<file path="config.mk">
export PLATFORM = sky130hd
export DESIGN_NAME = counter_display
export DESIGN_NICKNAME = d
export VERILOG_FILES = /design/src/rtl/counter_display_pkg.sv /design/src/rtl/seg_decoder.sv /design/src/rtl/counter_display.sv
export SDC_FILE = /design/constraint.sdc
export NUM_CORES = 1
export LEC_CHECK = 0
export BUFFER_PORTS_ARGS = -buffer_cell sky130_fd_sc_hd__buf_4
export CELL_PAD_IN_SITES_DETAIL_PLACEMENT = 1
export CELL_PAD_IN_SITES_GLOBAL_PLACEMENT = 2
export CORE_MARGIN = 2
export CORE_UTILIZATION = 41
export DETAILED_ROUTE_END_ITERATION = 16
export MAX_ROUTING_LAYER = met4
export PLACE_DENSITY = 0.8
export RECOVER_POWER = 100
export SETUP_SLACK_MARGIN = 0.2
export SYNTH_ARGS = -nofsm -noshare
export SYNTH_HDL_FRONTEND = slang
export SYNTH_SLANG_ARGS = --single-unit
</file>
<file path="constraint.sdc">
create_clock -name clk -period 7.2 [get_ports clk]
set_input_delay 0.72 -clock clk [delete_from_list [all_inputs] [get_ports clk]]
set_output_delay 0.72 -clock clk [all_outputs]
set_load 0.05 [all_outputs]
</file>
<file path="src/rtl/counter_display_pkg.sv">
// counter_display_pkg: symbol codes, segment patterns, status enum, anode and status helpers for counter_display
package counter_display_pkg;
  localparam int NUM_DIGITS = 4;
  typedef enum logic [2:0] {ST_UP, ST_DOWN, ST_PAUSE, ST_LOAD, ST_ERR} status_t;
  localparam logic [4:0] SYM_U     = 5'd10;
  localparam logic [4:0] SYM_D     = 5'd11;
  localparam logic [4:0] SYM_DASH  = 5'd12;
  localparam logic [4:0] SYM_L     = 5'd13;
  localparam logic [4:0] SYM_E     = 5'd14;
  localparam logic [4:0] SYM_BLANK = 5'd15;
  localparam logic [6:0] SEG_0     = 7'b1000000;
  localparam logic [6:0] SEG_1     = 7'b1111001;
  localparam logic [6:0] SEG_2     = 7'b0100100;
  localparam logic [6:0] SEG_3     = 7'b0110000;
  localparam logic [6:0] SEG_4     = 7'b0011001;
  localparam logic [6:0] SEG_5     = 7'b0010010;
  localparam logic [6:0] SEG_6     = 7'b0000010;
  localparam logic [6:0] SEG_7     = 7'b1111000;
  localparam logic [6:0] SEG_8     = 7'b0000000;
  localparam logic [6:0] SEG_9     = 7'b0010000;
  localparam logic [6:0] SEG_U     = 7'b1000001;
  localparam logic [6:0] SEG_D     = 7'b0100001;
  localparam logic [6:0] SEG_DASH  = 7'b0111111;
  localparam logic [6:0] SEG_L     = 7'b1000111;
  localparam logic [6:0] SEG_E     = 7'b0000110;
  localparam logic [6:0] SEG_BLANK = 7'b1111111;
  localparam logic [3:0] AN_OFF    = 4'b1111;
  localparam logic [3:0] AN_0      = 4'b1110;
  localparam logic [3:0] AN_1      = 4'b1101;
  localparam logic [3:0] AN_2      = 4'b1011;
  localparam logic [3:0] AN_3      = 4'b0111;
  function automatic logic [3:0] anode(input logic [1:0] i);
    return i == 2'd0 ? AN_0 : i == 2'd1 ? AN_1 : i == 2'd2 ? AN_2 : AN_3;
  endfunction
  function automatic status_t status_of(input logic [3:0] c, input logic e, input logic l, input logic d);
    return c > 4'd12 ? ST_ERR : (e && l) ? ST_LOAD : !e ? ST_PAUSE : d ? ST_UP : ST_DOWN;
  endfunction
  function automatic logic [4:0] glyph_sym(input status_t s);
    return s == ST_UP ? SYM_U : s == ST_DOWN ? SYM_D : s == ST_PAUSE ? SYM_DASH :
           s == ST_LOAD ? SYM_L : SYM_E;
  endfunction
endpackage

</file>
<file path="src/rtl/seg_decoder.sv">
// seg_decoder: 5-bit symbol code (0-9, U, d, -, L, E, blank) to active-low segments {g..a}; in sym, out seg
module seg_decoder
  import counter_display_pkg::*;
(
  input  logic [4:0] sym,
  output logic [6:0] seg
);
  always_comb begin
    seg = SEG_BLANK;
    case (sym)
      5'd0:     seg = SEG_0;
      5'd1:     seg = SEG_1;
      5'd2:     seg = SEG_2;
      5'd3:     seg = SEG_3;
      5'd4:     seg = SEG_4;
      5'd5:     seg = SEG_5;
      5'd6:     seg = SEG_6;
      5'd7:     seg = SEG_7;
      5'd8:     seg = SEG_8;
      5'd9:     seg = SEG_9;
      SYM_U:    seg = SEG_U;
      SYM_D:    seg = SEG_D;
      SYM_DASH: seg = SEG_DASH;
      SYM_L:    seg = SEG_L;
      SYM_E:    seg = SEG_E;
      default:  seg = SEG_BLANK;
    endcase
  end
endmodule

</file>
<file path="src/rtl/counter_display.sv">
// counter_display: 4-digit muxed 7-seg view of a 0..12 counter; in clk, rst (async active-low), count, en, load, dir; out an, seg, dp (all active-low)
module counter_display
  import counter_display_pkg::*;
#(
  parameter int REFRESH_DIV = 131072
) (
  input  logic       clk,
  input  logic       rst,
  input  logic [3:0] count,
  input  logic       en,
  input  logic       load,
  input  logic       dir,
  output logic [3:0] an,
  output logic [6:0] seg,
  output logic       dp
);
  localparam int DW = $clog2(REFRESH_DIV);
  logic [DW-1:0] div_cnt;
  logic [1:0]    idx;
  logic [3:0]    snap_cnt;
  status_t       snap_st;
  logic          tick;
  logic          tens;
  logic          err;
  logic [3:0]    ones;
  logic [4:0]    sym;
  logic [6:0]    seg_d;
  assign tick = div_cnt == DW'(REFRESH_DIV - 1);
  assign tens = snap_cnt >= 4'd10;
  assign ones = tens ? snap_cnt - 4'd10 : snap_cnt;
  assign err  = snap_st == ST_ERR;
  assign dp   = 1'b1;
  always_comb
    sym = idx == 2'd0 ? (err ? SYM_BLANK : {1'b0, ones}) :
          idx == 2'd1 ? ((err || !tens) ? SYM_BLANK : 5'd1) :
          idx == 2'd2 ? SYM_BLANK : glyph_sym(snap_st);
  seg_decoder u_dec (
    .sym (sym),
    .seg (seg_d)
  );
  always_ff @(posedge clk or negedge rst)
    if (!rst) begin
      div_cnt  <= '0;
      idx      <= 2'd0;
      snap_cnt <= 4'd0;
      snap_st  <= ST_PAUSE;
      an       <= AN_OFF;
      seg      <= SEG_BLANK;
    end else begin
      div_cnt <= tick ? '0 : div_cnt + DW'(1);
      if (tick) idx <= idx + 2'd1;
      // frame boundary: sample only here so a frame never mixes two counts
      if (tick && idx == 2'd3) begin
        snap_cnt <= count;
        snap_st  <= status_of(count, en, load, dir);
      end
      an  <= anode(idx);
      seg <= seg_d;
    end
endmodule

</file>
==> impl_metrics.env, run 1 <==
export IMPL_status="finished with violations"
export IMPL_violations="capacitance limit, slew limit"
export IMPL_seqPwrFrac_pct=47.2
export IMPL_final_area_mm2=0.00225
export IMPL_hold_buffers=0
export IMPL_layout_commonest_cell="dfrtp_1"
export IMPL_slew_headroom_pct=-29.7
export IMPL_stdcell_count=278
export IMPL_clkPwrFrac_pct=40.3
export IMPL_critPathKind="reg2reg"
export IMPL_power_frac_comb_pct=12.5
export IMPL_power_density_mw_per_mm2=208
export IMPL_ctsResizeCount=0
export IMPL_clock_skew_ns=0.00660
export IMPL_synth_edf_count=0
export IMPL_syn_inst=191
export IMPL_synthDistinctLibCells=43
export IMPL_die_x_um=73.9
export IMPL_cp_end_kind="flip-flop"
export IMPL_synth_top_flop_cell="dfrtp_1"
export IMPL_irDropWorstVdd_v=0.000106
export IMPL_place_area_mm2=0.00218
export IMPL_ys_warnings_count=0
export IMPL_grt_first_pass_wirelength_um=7020
export IMPL_maxCapViolCount=1
export IMPL_io_pin_count=21
export IMPL_reg2reg_depth=10
export IMPL_synth_compound_area_share_pct=10.9
export IMPL_path_max_fanout=9
export IMPL_grt_usage_pct=17.3
export IMPL_min_path_type="reg2reg"
export IMPL_overflow=0
export IMPL_yosys_area_share_adder_pct=9.36
export IMPL_num_rows=25
export IMPL_hold_ws_ns=0.484
export IMPL_regArea_um2=941
export IMPL_die_y_um=73.9
export IMPL_r2r_start="idx[0]"
export IMPL_insertedDiodeCount=0
export IMPL_cp_start_kind="flip-flop"
export IMPL_reg2reg_to="seg[4]"
export IMPL_syn_area_mm2=0.00200
export IMPL_dp_cells=270
export IMPL_layout_area_overhead_vs_synth_pct=12.3
export IMPL_ys_seq_area_share_pct=46.9
export IMPL_core_area_mm2=0.00472
export IMPL_fmax_mhz=330
export IMPL_slew_violations=38
export IMPL_cts_root_buf="clkbuf_8"
export IMPL_n_fill_cell=528
export IMPL_drc=0
export IMPL_synthMuxAreaShare_pct=4.49
export IMPL_cts_buffer_depth=2
export IMPL_final_cell_mix="dfrtp_1, nor2_1, ha_1"
export IMPL_syn_num_nets=215
export IMPL_cp_startpoint="idx[0]"
export IMPL_required_ns=7.40
export IMPL_numCtsBuffers=5
export IMPL_ys_ff_latch=37
export IMPL_async_flop_share_pct=100
export IMPL_syn_avg_cell_area_um2=10.5
export IMPL_initial_core_util_pct=42.4
export IMPL_endpoint="seg[4]"
export IMPL_finalSetupViolCount=0
export IMPL_clock_latency_ns=0.29
export IMPL_antenna_found_initial=0
export IMPL_hold_viol=0
export IMPL_grt_start_max_net_pins=38
export IMPL_p_sw_w=0.000120
export IMPL_firstDrtPassIters=4
export IMPL_place_gp_congestion=0.782
export IMPL_post_route_cells_drive_above_1_share_pct=19.4
export IMPL_postCtsSetupBuffers=0
export IMPL_htree_num_levels=2
export IMPL_grt_pass1_vias=1538
export IMPL_drt_iter0_markers=91
export IMPL_synth_xor_area_share_pct=6.55
export IMPL_clk_pin_slew_worst_paths_ns=0.08
export IMPL_synth_simple_area_share_pct=16.7
export IMPL_vias=1418
export IMPL_viasPerCell=5.10
export IMPL_period_minus_slack_ns=3.03
export IMPL_synth_top_family_by_area="simple AND/OR/NAND/NOR gates"
export IMPL_post_route_period_util_pct=42.1
export IMPL_p_int_w=0.000348
export IMPL_die_area_mm2=0.00546
export IMPL_tns_ns=0
export IMPL_rsz0062_at_grt="no"
export IMPL_ff2ff_setup_slack_ns=4.17
export IMPL_tightest_slew_ns=1.94
export IMPL_io_buffers=19
export IMPL_wl_um=4050
export IMPL_dp_hpwl_um=2900
export IMPL_post_drt_wl_per_cell_um=14.6
export IMPL_cts_sinks=37
export IMPL_multiInputGateArea_um2=960
export IMPL_crit_arrival_ns=3.24
export IMPL_swShare_pct=25.7
export IMPL_ant_nets=0
export IMPL_power_leakage_nw=0.992
export IMPL_cts_tree="done"
export IMPL_final_nets=234
==> final cells by class <==
type | count | area share (%)
well taps | 67 | 3.72
repair buffers | 19 | 4.34
multi-input cells | 134 | 42.6
clock inverters | 2 | 1.67
inverters | 13 | 2.17
flip-flops and latches | 37 | 41.8
clock buffers | 6 | 3.67
==> metrics by stage <==
step | power [W] | utilization, % | worst slack (ns)
floorplan | 0.000271 | - | 4.72
global placement | 0.000288 | 46.2 | 4.27
detailed placement | 0.000290 | 46.2 | 4.10
CTS | 0.000482 | 48.7 | 4.07
global route | 0.000490 | 47.7 | 3.76
finish | 0.000468 | 47.7 | 4.17
==> power groups by stage <==
stage / Clock [W] / Sequential, W / Combinational [W]
5_1_grt: 0.000204 / 0.000222 / 0.0000644
6_report: 0.000189 / 0.000221 / 0.0000583
2_1_floorplan: 0 / 0.000245 / 0.0000256
3_5_place_dp: 0 / 0.000225 / 0.0000649
4_1_cts: 0.000195 / 0.000221 / 0.0000655
3_3_place_gp: 0 / 0.000225 / 0.0000632
==> kinds of logic after synthesis <==
group	Yosys count
AOI/OAI and AO/OA	30
xor gates and xnor gates	15
adders and majority gates	15
buffers and inverters	20
DFF	37
muxes	7
other	1
and+or+nand+nor	66
==> worst max-delay path, cell delays in order (launching register included) <==
cell and delay [ns]:
dfrtp_1 0.45, inv_1 0.12, ha_1 0.32, nand3_1 0.11, o21ai_0 0.09, a211oi_1 0.51, a21oi_1 0.11, o21ai_0 0.45
ha_1 0.27, inv_1 0.06, mux4_2 0.46
==> state kept, by name (all words and copies together) (netlist names) <==
signal and cells:
snap_cnt 4, div_cnt 17, idx 2, an 4, snap_st 3, seg 7
==> Yosys cell counts, types with 2 or more instances <==
| master | n | area (um^2) |
|---|---|---|
| nor3_1 | 2 | 10.0 |
| a21oi_1 | 5 | 25.0 |
| o21a_1 | 3 | 22.5 |
| buf_4 | 2 | 15.0 |
| nor3b_1 | 2 | 15.0 |
| nand4_1 | 2 | 12.5 |
| xor2_1 | 10 | 87.6 |
| nor2b_1 | 3 | 18.8 |
| ha_1 | 15 | 188 |
| o211ai_1 | 2 | 15.0 |
| and4_1 | 2 | 17.5 |
| buf_6 | 2 | 22.5 |
| clkbuf_1 | 3 | 11.3 |
| xnor2_1 | 5 | 43.8 |
| inv_1 | 13 | 48.8 |
| nor4_1 | 2 | 12.5 |
| mux2_2 | 6 | 67.6 |
| dfrtp_1 | 25 | 626 |
| nor2_1 | 22 | 82.6 |
| dfstp_2 | 12 | 315 |
| nand2_1 | 12 | 45.0 |
| nand3_1 | 8 | 40.0 |
| o21ai_0 | 10 | 50.1 |
| and3_1 | 4 | 25.0 |
==> worst min-delay path by stage <==
| stage | from | end | slack [ns] | cells after the start |
|---|---|---|---|---|
| 5_1_grt | div_cnt[16] | div_cnt[16] | 0.52 | 1 |
| 3_5_place_dp | div_cnt[16] | div_cnt[16] | 0.47 | 1 |
| 3_3_place_gp | div_cnt[0] | div_cnt[0] | 0.45 | 1 |
| 6_report | div_cnt[16] | div_cnt[16] | 0.48 | 1 |
| 2_1_floorplan | rst | div_cnt[0] | 0.42 | 0 |
| 4_1_cts | rst | div_cnt[13] | 0.40 | 1 |
==> routing by layer <==
| layer | wire length [um] | up-vias | part of all wire, % | GRT usage, % |
|---|---|---|---|---|
| li1 | - | 684 | - | - |
| met3 | 145 | 5 | 3.6 | 4.25 |
| met1 | 1820 | 704 | 45 | 21.7 |
| met5 | 0 | - | 0 | - |
| met2 | 2040 | 25 | 50 | 27.8 |
| met4 | 44 | 0 | 1.1 | 4.65 |
Power figures use the tool's default switching activity.
==> run 2: changes to the inputs <==
--- a/config.mk
+++ b/config.mk
@@ -9,10 +9,10 @@
 export CELL_PAD_IN_SITES_DETAIL_PLACEMENT = 1
 export CELL_PAD_IN_SITES_GLOBAL_PLACEMENT = 2
 export CORE_MARGIN = 2
-export CORE_UTILIZATION = 41
+export CORE_UTILIZATION = 34
 export DETAILED_ROUTE_END_ITERATION = 16
 export MAX_ROUTING_LAYER = met4
-export PLACE_DENSITY = 0.8
+export PLACE_DENSITY = 0.71
 export RECOVER_POWER = 100
 export SETUP_SLACK_MARGIN = 0.2
 export SYNTH_ARGS = -nofsm -noshare
==> constraint.sdc (replaced) <==
create_clock -name clk -period 2.55 [get_ports clk]
set_input_delay 0.255 -clock clk [delete_from_list [all_inputs] [get_ports clk]]
set_output_delay 0.255 -clock clk [all_outputs]
set_load 0.05 [all_outputs]
==> impl_metrics.env, run 2 (synthesized netlist as in run 1, its figures left out) <==
export IMPL_antenna_found_initial=0
export IMPL_crit_arrival_ns=2.56
export IMPL_drt_iter0_markers=58
export IMPL_cp_start_kind="flip-flop"
export IMPL_io_buffers=19
export IMPL_utilization_pct=42.3
export IMPL_core_area_mm2=0.00561
export IMPL_reg_top3="div_cnt (17), seg (7)"
export IMPL_clk_pin_slew_worst_paths_ns=0.08
export IMPL_num_rows=27
export IMPL_p_sw_w=0.000352
export IMPL_ff2ff_setup_slack_ns=0.20
export IMPL_htree_num_levels=2
export IMPL_irDropWorstVdd_v=0.000222
export IMPL_power_leakage_nw=1.04
export IMPL_hold_ws_ns=0.213
export IMPL_path_cells="inv_2 > ha_4 > nand3_1 > o21ai_1 > a211oi_2 > a21oi_2 > o21ai_0 > ha_1 > inv_1 > mux4_2"
export IMPL_grt_pass1_vias=1581
export IMPL_die_area_mm2=0.00653
export IMPL_status="finished clean"
export IMPL_seqPwrFrac_pct=51.3
export IMPL_layout_commonest_cell="dfrtp_1"
export IMPL_path_max_fanout=8
export IMPL_place_area_mm2=0.00222
export IMPL_post_route_cells_drive_above_1_share_pct=28.9
export IMPL_wl_um=4410
export IMPL_insertedDiodeCount=0
export IMPL_top_register="div_cnt"
export IMPL_hold_viol=0
export IMPL_regArea_um2=942
export IMPL_ant_nets=0
export IMPL_maxCapViolCount=0
export IMPL_slowest_delay_ns=0.46
export IMPL_grt_start_max_net_pins=38
export IMPL_numCtsBuffers=5
export IMPL_final_nets=248
export IMPL_power_density_mw_per_mm2=512
export IMPL_reg2reg_to="seg[4]"
export IMPL_cp_startpoint="idx[1]"
export IMPL_firstDrtPassIters=4
export IMPL_r2r_start="idx[1]"
export IMPL_io_pin_count=21
export IMPL_final_cell_mix="dfrtp_1, nor2_1, buf_4"
export IMPL_largest_reg_flops=17
export IMPL_crit_slowest_cell="mux4_2"
export IMPL_power_frac_comb_pct=15.1
export IMPL_min_to="snap_cnt[3]"
export IMPL_slew_violations=0
export IMPL_critPathKind="reg2reg"
export IMPL_die_x_um=80.8
export IMPL_initial_core_util_pct=35.7
export IMPL_viasPerCell=4.93
export IMPL_cts_tree="done"
export IMPL_drc=0
export IMPL_worstHoldStart="count[3]"
export IMPL_cts_buffer_depth=2
export IMPL_cts_sinks=37
export IMPL_overflow=0
export IMPL_grt_first_pass_wirelength_um=7590
export IMPL_period_minus_slack_ns=2.35
export IMPL_clock_skew_ns=0.00631
export IMPL_finalSetupViolCount=0
export IMPL_post_drt_wl_per_cell_um=14.8
export IMPL_hold_depth=2
export IMPL_vias=1463
export IMPL_reg2reg_depth=10
export IMPL_swShare_pct=28.9
export IMPL_die_y_um=80.8
export IMPL_fmax_mhz=425
export IMPL_min_path_type="in2reg"
export IMPL_clkPwrFrac_pct=33.6
export IMPL_slew_headroom_pct=37.9
export IMPL_cts_root_buf="clkbuf_8"
export IMPL_p_int_w=0.000865
export IMPL_multiInputGateArea_mm2=0.00101
export IMPL_clock_latency_ns=0.29
export IMPL_final_area_mm2=0.00237
export IMPL_post_route_period_util_pct=92.2
export IMPL_place_gp_congestion=0.735
export IMPL_dp_hpwl_um=3110
export IMPL_finalPower_w=0.00122
export IMPL_n_fill_cell=651
export IMPL_cp_end_kind="flip-flop"
export IMPL_required_ns=2.76
export IMPL_grt_usage_pct=15.7
export IMPL_rsz0062_at_grt="yes"
export IMPL_tightest_slew_ns=0.931
export IMPL_layout_area_overhead_vs_synth_pct=18.5
run 2: changes by cell type in the layout (fill, tap and decap cells not counted), sizes merged:
cell	change
clkinv	+2
dlygate4sd3	+1
bufinv	-1
buf	+9
clkbuf	+3
run 2: worst max path at each step:
| stage | endpoint |
|---|---|
| global route | seg[4] |
| global placement | seg[4] |
| floorplan | seg[4] |
| detailed placement | seg[4] |
| finish | seg[4] |
| CTS | seg[4] |
run 2: power groups by stage:
stage	clock (W)	combinational, W	sequential (W)
detailed placement	0	0.000187	0.000636
floorplan	0	0.0000732	0.000693
global placement	0	0.000185	0.000636
CTS	0.000422	0.000195	0.000625
global route	0.000460	0.000197	0.000627
finish	0.000409	0.000183	0.000624
run 2: worst max-delay path, delay by kind of cell (launching register included):
| family | cells | cell delay, ns |
|---|---|---|
| buffers and inverters | 2 | 0.16 |
| DFF | 1 | 0.39 |
| AOI/OAI and AO/OA | 4 | 0.75 |
| and+or+nand+nor | 1 | 0.08 |
| adders and majority gates | 2 | 0.43 |
| muxes | 1 | 0.46 |
run 2: area by class of cell:
class | instances | area share, %
Multi-Input combinational cell | 134 | 42.6
Sequential cell | 37 | 39.7
Clock buffer | 5 | 2.90
Clock inverter | 3 | 0.738
Timing Repair Buffer | 33 | 8.27
Tap cell | 72 | 3.79
Inverter | 13 | 2.05
run 2: routing by layer:
metal | track usage (%) | up-vias | share of wire (%)
li1 | - | 712 | -
met1 | 18.9 | 725 | 44
met2 | 26.4 | 21 | 51
met3 | 3.33 | 5 | 3.3
met4 | 5.08 | 0 | 1.3
met5 | - | - | 0
run 2: metrics by stage:
stage | setup slack, ns | setup TNS [ns] | instances
6_report | 0.199 | 0 | 297
5_1_grt | 0.0952 | 0 | 297
4_1_cts | 0.209 | 0 | 293
3_5_place_dp | -0.0509 | -0.0509 | 279
3_3_place_gp | 0.122 | 0 | 279
2_1_floorplan | 0.226 | 0 | 191
run 2: timing repair:
action / in CTS / in global routing
endpoints found under the setup margin: 6 / 4
resized for setup: 7 / 9
hold buffers: 1 / 0
hold endpoints to repair: 25 / 0
buffers inserted: 5 / 4
pin swaps: 1 / 3
==> run 3: changes to the inputs <==
--- a/config.mk
+++ b/config.mk
@@ -5,11 +5,12 @@
 export SDC_FILE = /design/constraint.sdc
 export NUM_CORES = 1
 export LEC_CHECK = 0
+export ABC_AREA = 1
 export BUFFER_PORTS_ARGS = -buffer_cell sky130_fd_sc_hd__buf_4
 export CELL_PAD_IN_SITES_DETAIL_PLACEMENT = 1
 export CELL_PAD_IN_SITES_GLOBAL_PLACEMENT = 2
 export CORE_MARGIN = 2
-export CORE_UTILIZATION = 34
+export CORE_UTILIZATION = 32
 export DETAILED_ROUTE_END_ITERATION = 16
 export MAX_ROUTING_LAYER = met4
 export PLACE_DENSITY = 0.71
==> impl_metrics.env, run 3 <==
export IMPL_status="finished clean"
export IMPL_async_flop_share_pct=100
export IMPL_synthDistinctLibCells=32
export IMPL_place_gp_congestion=0.767
export IMPL_firstDrtPassIters=4
export IMPL_synth_edf_count=0
export IMPL_io_pin_count=21
export IMPL_final_cell_mix="nand2_1, inv_1, dfrtp_1"
export IMPL_drt_iter0_markers=98
export IMPL_clock_skew_ns=0.0107
export IMPL_htree_num_levels=2
export IMPL_fin_ws_ns=0.337
export IMPL_hold_ws_ns=0.174
export IMPL_critPathKind="reg2reg"
export IMPL_clkPwrFrac_pct=45.6
export IMPL_reg_top3="div_cnt (17), seg (7)"
export IMPL_maxCapViolCount=0
export IMPL_cts_root_buf="clkbuf_8"
export IMPL_core_area_mm2=0.00628
export IMPL_p_sw_w=0.000246
export IMPL_p_int_w=0.000892
export IMPL_vias=1615
export IMPL_ys_warnings_count=0
export IMPL_finalSetupViolCount=0
export IMPL_largest_reg_flops=17
export IMPL_layout_area_overhead_vs_synth_pct=19.9
export IMPL_synth_most_common_cell="nand2_1"
export IMPL_post_route_cells_drive_above_1_share_pct=24.2
export IMPL_power_frac_comb_pct=2.7
export IMPL_fmax_mhz=452
export IMPL_tightest_slew_ns=0.923
export IMPL_syn_num_nets=262
export IMPL_irDropWorstVdd_v=0.000181
export IMPL_synth_top_area_cell="dfrtp_1"
export IMPL_cp_top_family="simple AND/OR/NAND/NOR gates"
export IMPL_final_area_mm2=0.00247
export IMPL_power_density_mw_per_mm2=460
export IMPL_required_ns=2.74
export IMPL_clk_pin_slew_worst_paths_ns=0.08
export IMPL_slew_violations=0
export IMPL_drt_met1_wl_um=2140
export IMPL_cp_end_kind="flip-flop"
export IMPL_grt_first_pass_wirelength_um=7720
export IMPL_syn_inst=238
export IMPL_layout_commonest_cell="nand2_1"
export IMPL_clock_latency_ns=0.30
export IMPL_power_leakage_nw=1.29
export IMPL_antenna_found_initial=0
export IMPL_slew_headroom_pct=38.5
export IMPL_viasPerCell=4.61
export IMPL_dp_hpwl_um=3240
export IMPL_grt_usage_pct=13.9
export IMPL_grt_start_max_net_pins=38
export IMPL_cts_buffer_depth=2
export IMPL_drc=0
export IMPL_wl_met3_um=158
export IMPL_overflow=0
export IMPL_num_rows=29
export IMPL_crit_arrival_ns=2.40
export IMPL_ys_seq_area_share_pct=45.6
export IMPL_post_drt_wl_per_cell_um=12.4
export IMPL_rsz0062_at_grt="yes"
export IMPL_top_layer="met4"
export IMPL_syn_avg_cell_area_um2=8.67
export IMPL_cts_tree="done"
export IMPL_post_route_period_util_pct=86.8
export IMPL_path_max_fanout=8
export IMPL_ant_nets=0
export IMPL_synth_top_flop_cell="dfrtp_1"
export IMPL_slowest_delay_ns=0.39
export IMPL_top_register="div_cnt"
export IMPL_tns_ns=0
export IMPL_period_minus_slack_ns=2.21
export IMPL_cts_sinks=37
export IMPL_insertedDiodeCount=0
export IMPL_syn_area_mm2=0.00206
export IMPL_die_area_mm2=0.00711
export IMPL_numCtsBuffers=5
export IMPL_synth_top_area_share_pct=30.3
export IMPL_place_ws_ns=0.221
export IMPL_cp_start_kind="flip-flop"
export IMPL_hold_viol=0
export IMPL_min_path_type="in2reg"
export IMPL_ys_ff_latch=37
export IMPL_synth_commonest_cells="nand2_1, inv_1, dfrtp_1"
export IMPL_wl_um=4330
export IMPL_route_met2_wl_um=1940
export IMPL_swShare_pct=21.6
export IMPL_seqPwrFrac_pct=51.8
export IMPL_die_y_um=84.3
export IMPL_crit_slowest_cell="dfrtp_1"
export IMPL_grt_pass1_vias=1661
export IMPL_io_buffers=19
export IMPL_path_cells="ha_1 > nand3_2 > nor3_4 > nand2_1 > inv_2 > nand3_2 > nor2_1 > ha_1 > buf_4 > clkinvlp_4 > o21ai_0 > a21oi_1"
export IMPL_timing_critical_path_buf_inv=3
export IMPL_final_nets=296
export IMPL_synth_area_leaders="dfrtp_1, dfstp_2, ha_1"
export IMPL_die_x_um=84.3
export IMPL_initial_core_util_pct=32.9
export IMPL_place_area_mm2=0.00231
-- run 3: power groups by stage --
stage	clock network [W]	registers, W	logic [W]
after global routing	0.000564	0.000589	0.0000357
final	0.000519	0.000589	0.0000304
after global placement	0	0.000600	0.0000313
after detailed placement	0	0.000600	0.0000315
after floorplan	0	0.000600	0.00000905
after CTS	0.000542	0.000589	0.0000328
-- run 3: cell families after synthesis --
kind of cell | Yosys count | synth area share [%]
XOR/XNOR | 4 | 1.70
flip-flops | 37 | 45.6
AND/OR/NAND/NOR | 113 | 28.0
buffers and inverters | 37 | 6.91
other | 1 | 0.182
AO/OA/AOI/OAI | 31 | 8.55
adder cells (fa/ha/maj) | 15 | 9.09
-- run 3: per-layer routing --
layer	vias to the layer above	global-route usage, %
met5	-	-
met4	0	5.43
met3	8	3.34
met2	26	21.1
met1	760	17.9
li1	821	-
-- run 3: worst paths after layout --
kind | start | endpoint | slack, ns | depth (start not counted)
min in group asynchronous | rst | div_cnt[5] | 0.62 | 2
worst min-delay path | count[0] | snap_cnt[0] | 0.17 | 3
worst min register to register | div_cnt[16] | div_cnt[16] | 0.50 | 1
worst max-delay path | div_cnt[0] | div_cnt[4] | 0.34 | 12
worst max register to register | div_cnt[0] | div_cnt[4] | 0.34 | 12
max in group asynchronous | rst | snap_cnt[0] | 1.35 | 2
-- run 3: layout make-up --
type	instances	area [um^2]
fill	760	3800
clock buffer	6	72.6
sequential	37	941
multi-input combinational	164	1000
tap	77	96.3
timing repair buffer	29	189
inverter	35	135
clock inverter	2	38.8
-- run 3: through the flow --
| stage | total power (W) | std cells | util [%] |
|---|---|---|---|
| after detailed placement | 0.000632 | 334 | 36.8 |
| final | 0.00114 | 350 | 39.4 |
| after global routing | 0.00119 | 350 | 39.4 |
| after floorplan | 0.000609 | 238 | - |
| after CTS | 0.00116 | 343 | 38.7 |
| after global placement | 0.000631 | 334 | 36.8 |
-- run 3: worst register-to-register path, cell delays in order (launching register included) --
cell and delay [ns]:
dfrtp_1 0.39, ha_1 0.22, nand3_2 0.14, nor3_4 0.22, nand2_1 0.09, inv_2 0.08, nand3_2 0.08, nor2_1 0.15
ha_1 0.23, buf_4 0.18, clkinvlp_4 0.16, o21ai_0 0.11, a21oi_1 0.05
-- run 3: repair_timing --
action | 4_1_cts | 5_1_grt
gates cloned | 0 | 0
hold endpoints to repair | 25 | 0
gates resized for setup | 1 | 9
setup buffers | 0 | 7
hold buffers | 1 | 0
endpoints found under the setup margin | 1 | 19
pin swaps | 0 | 3
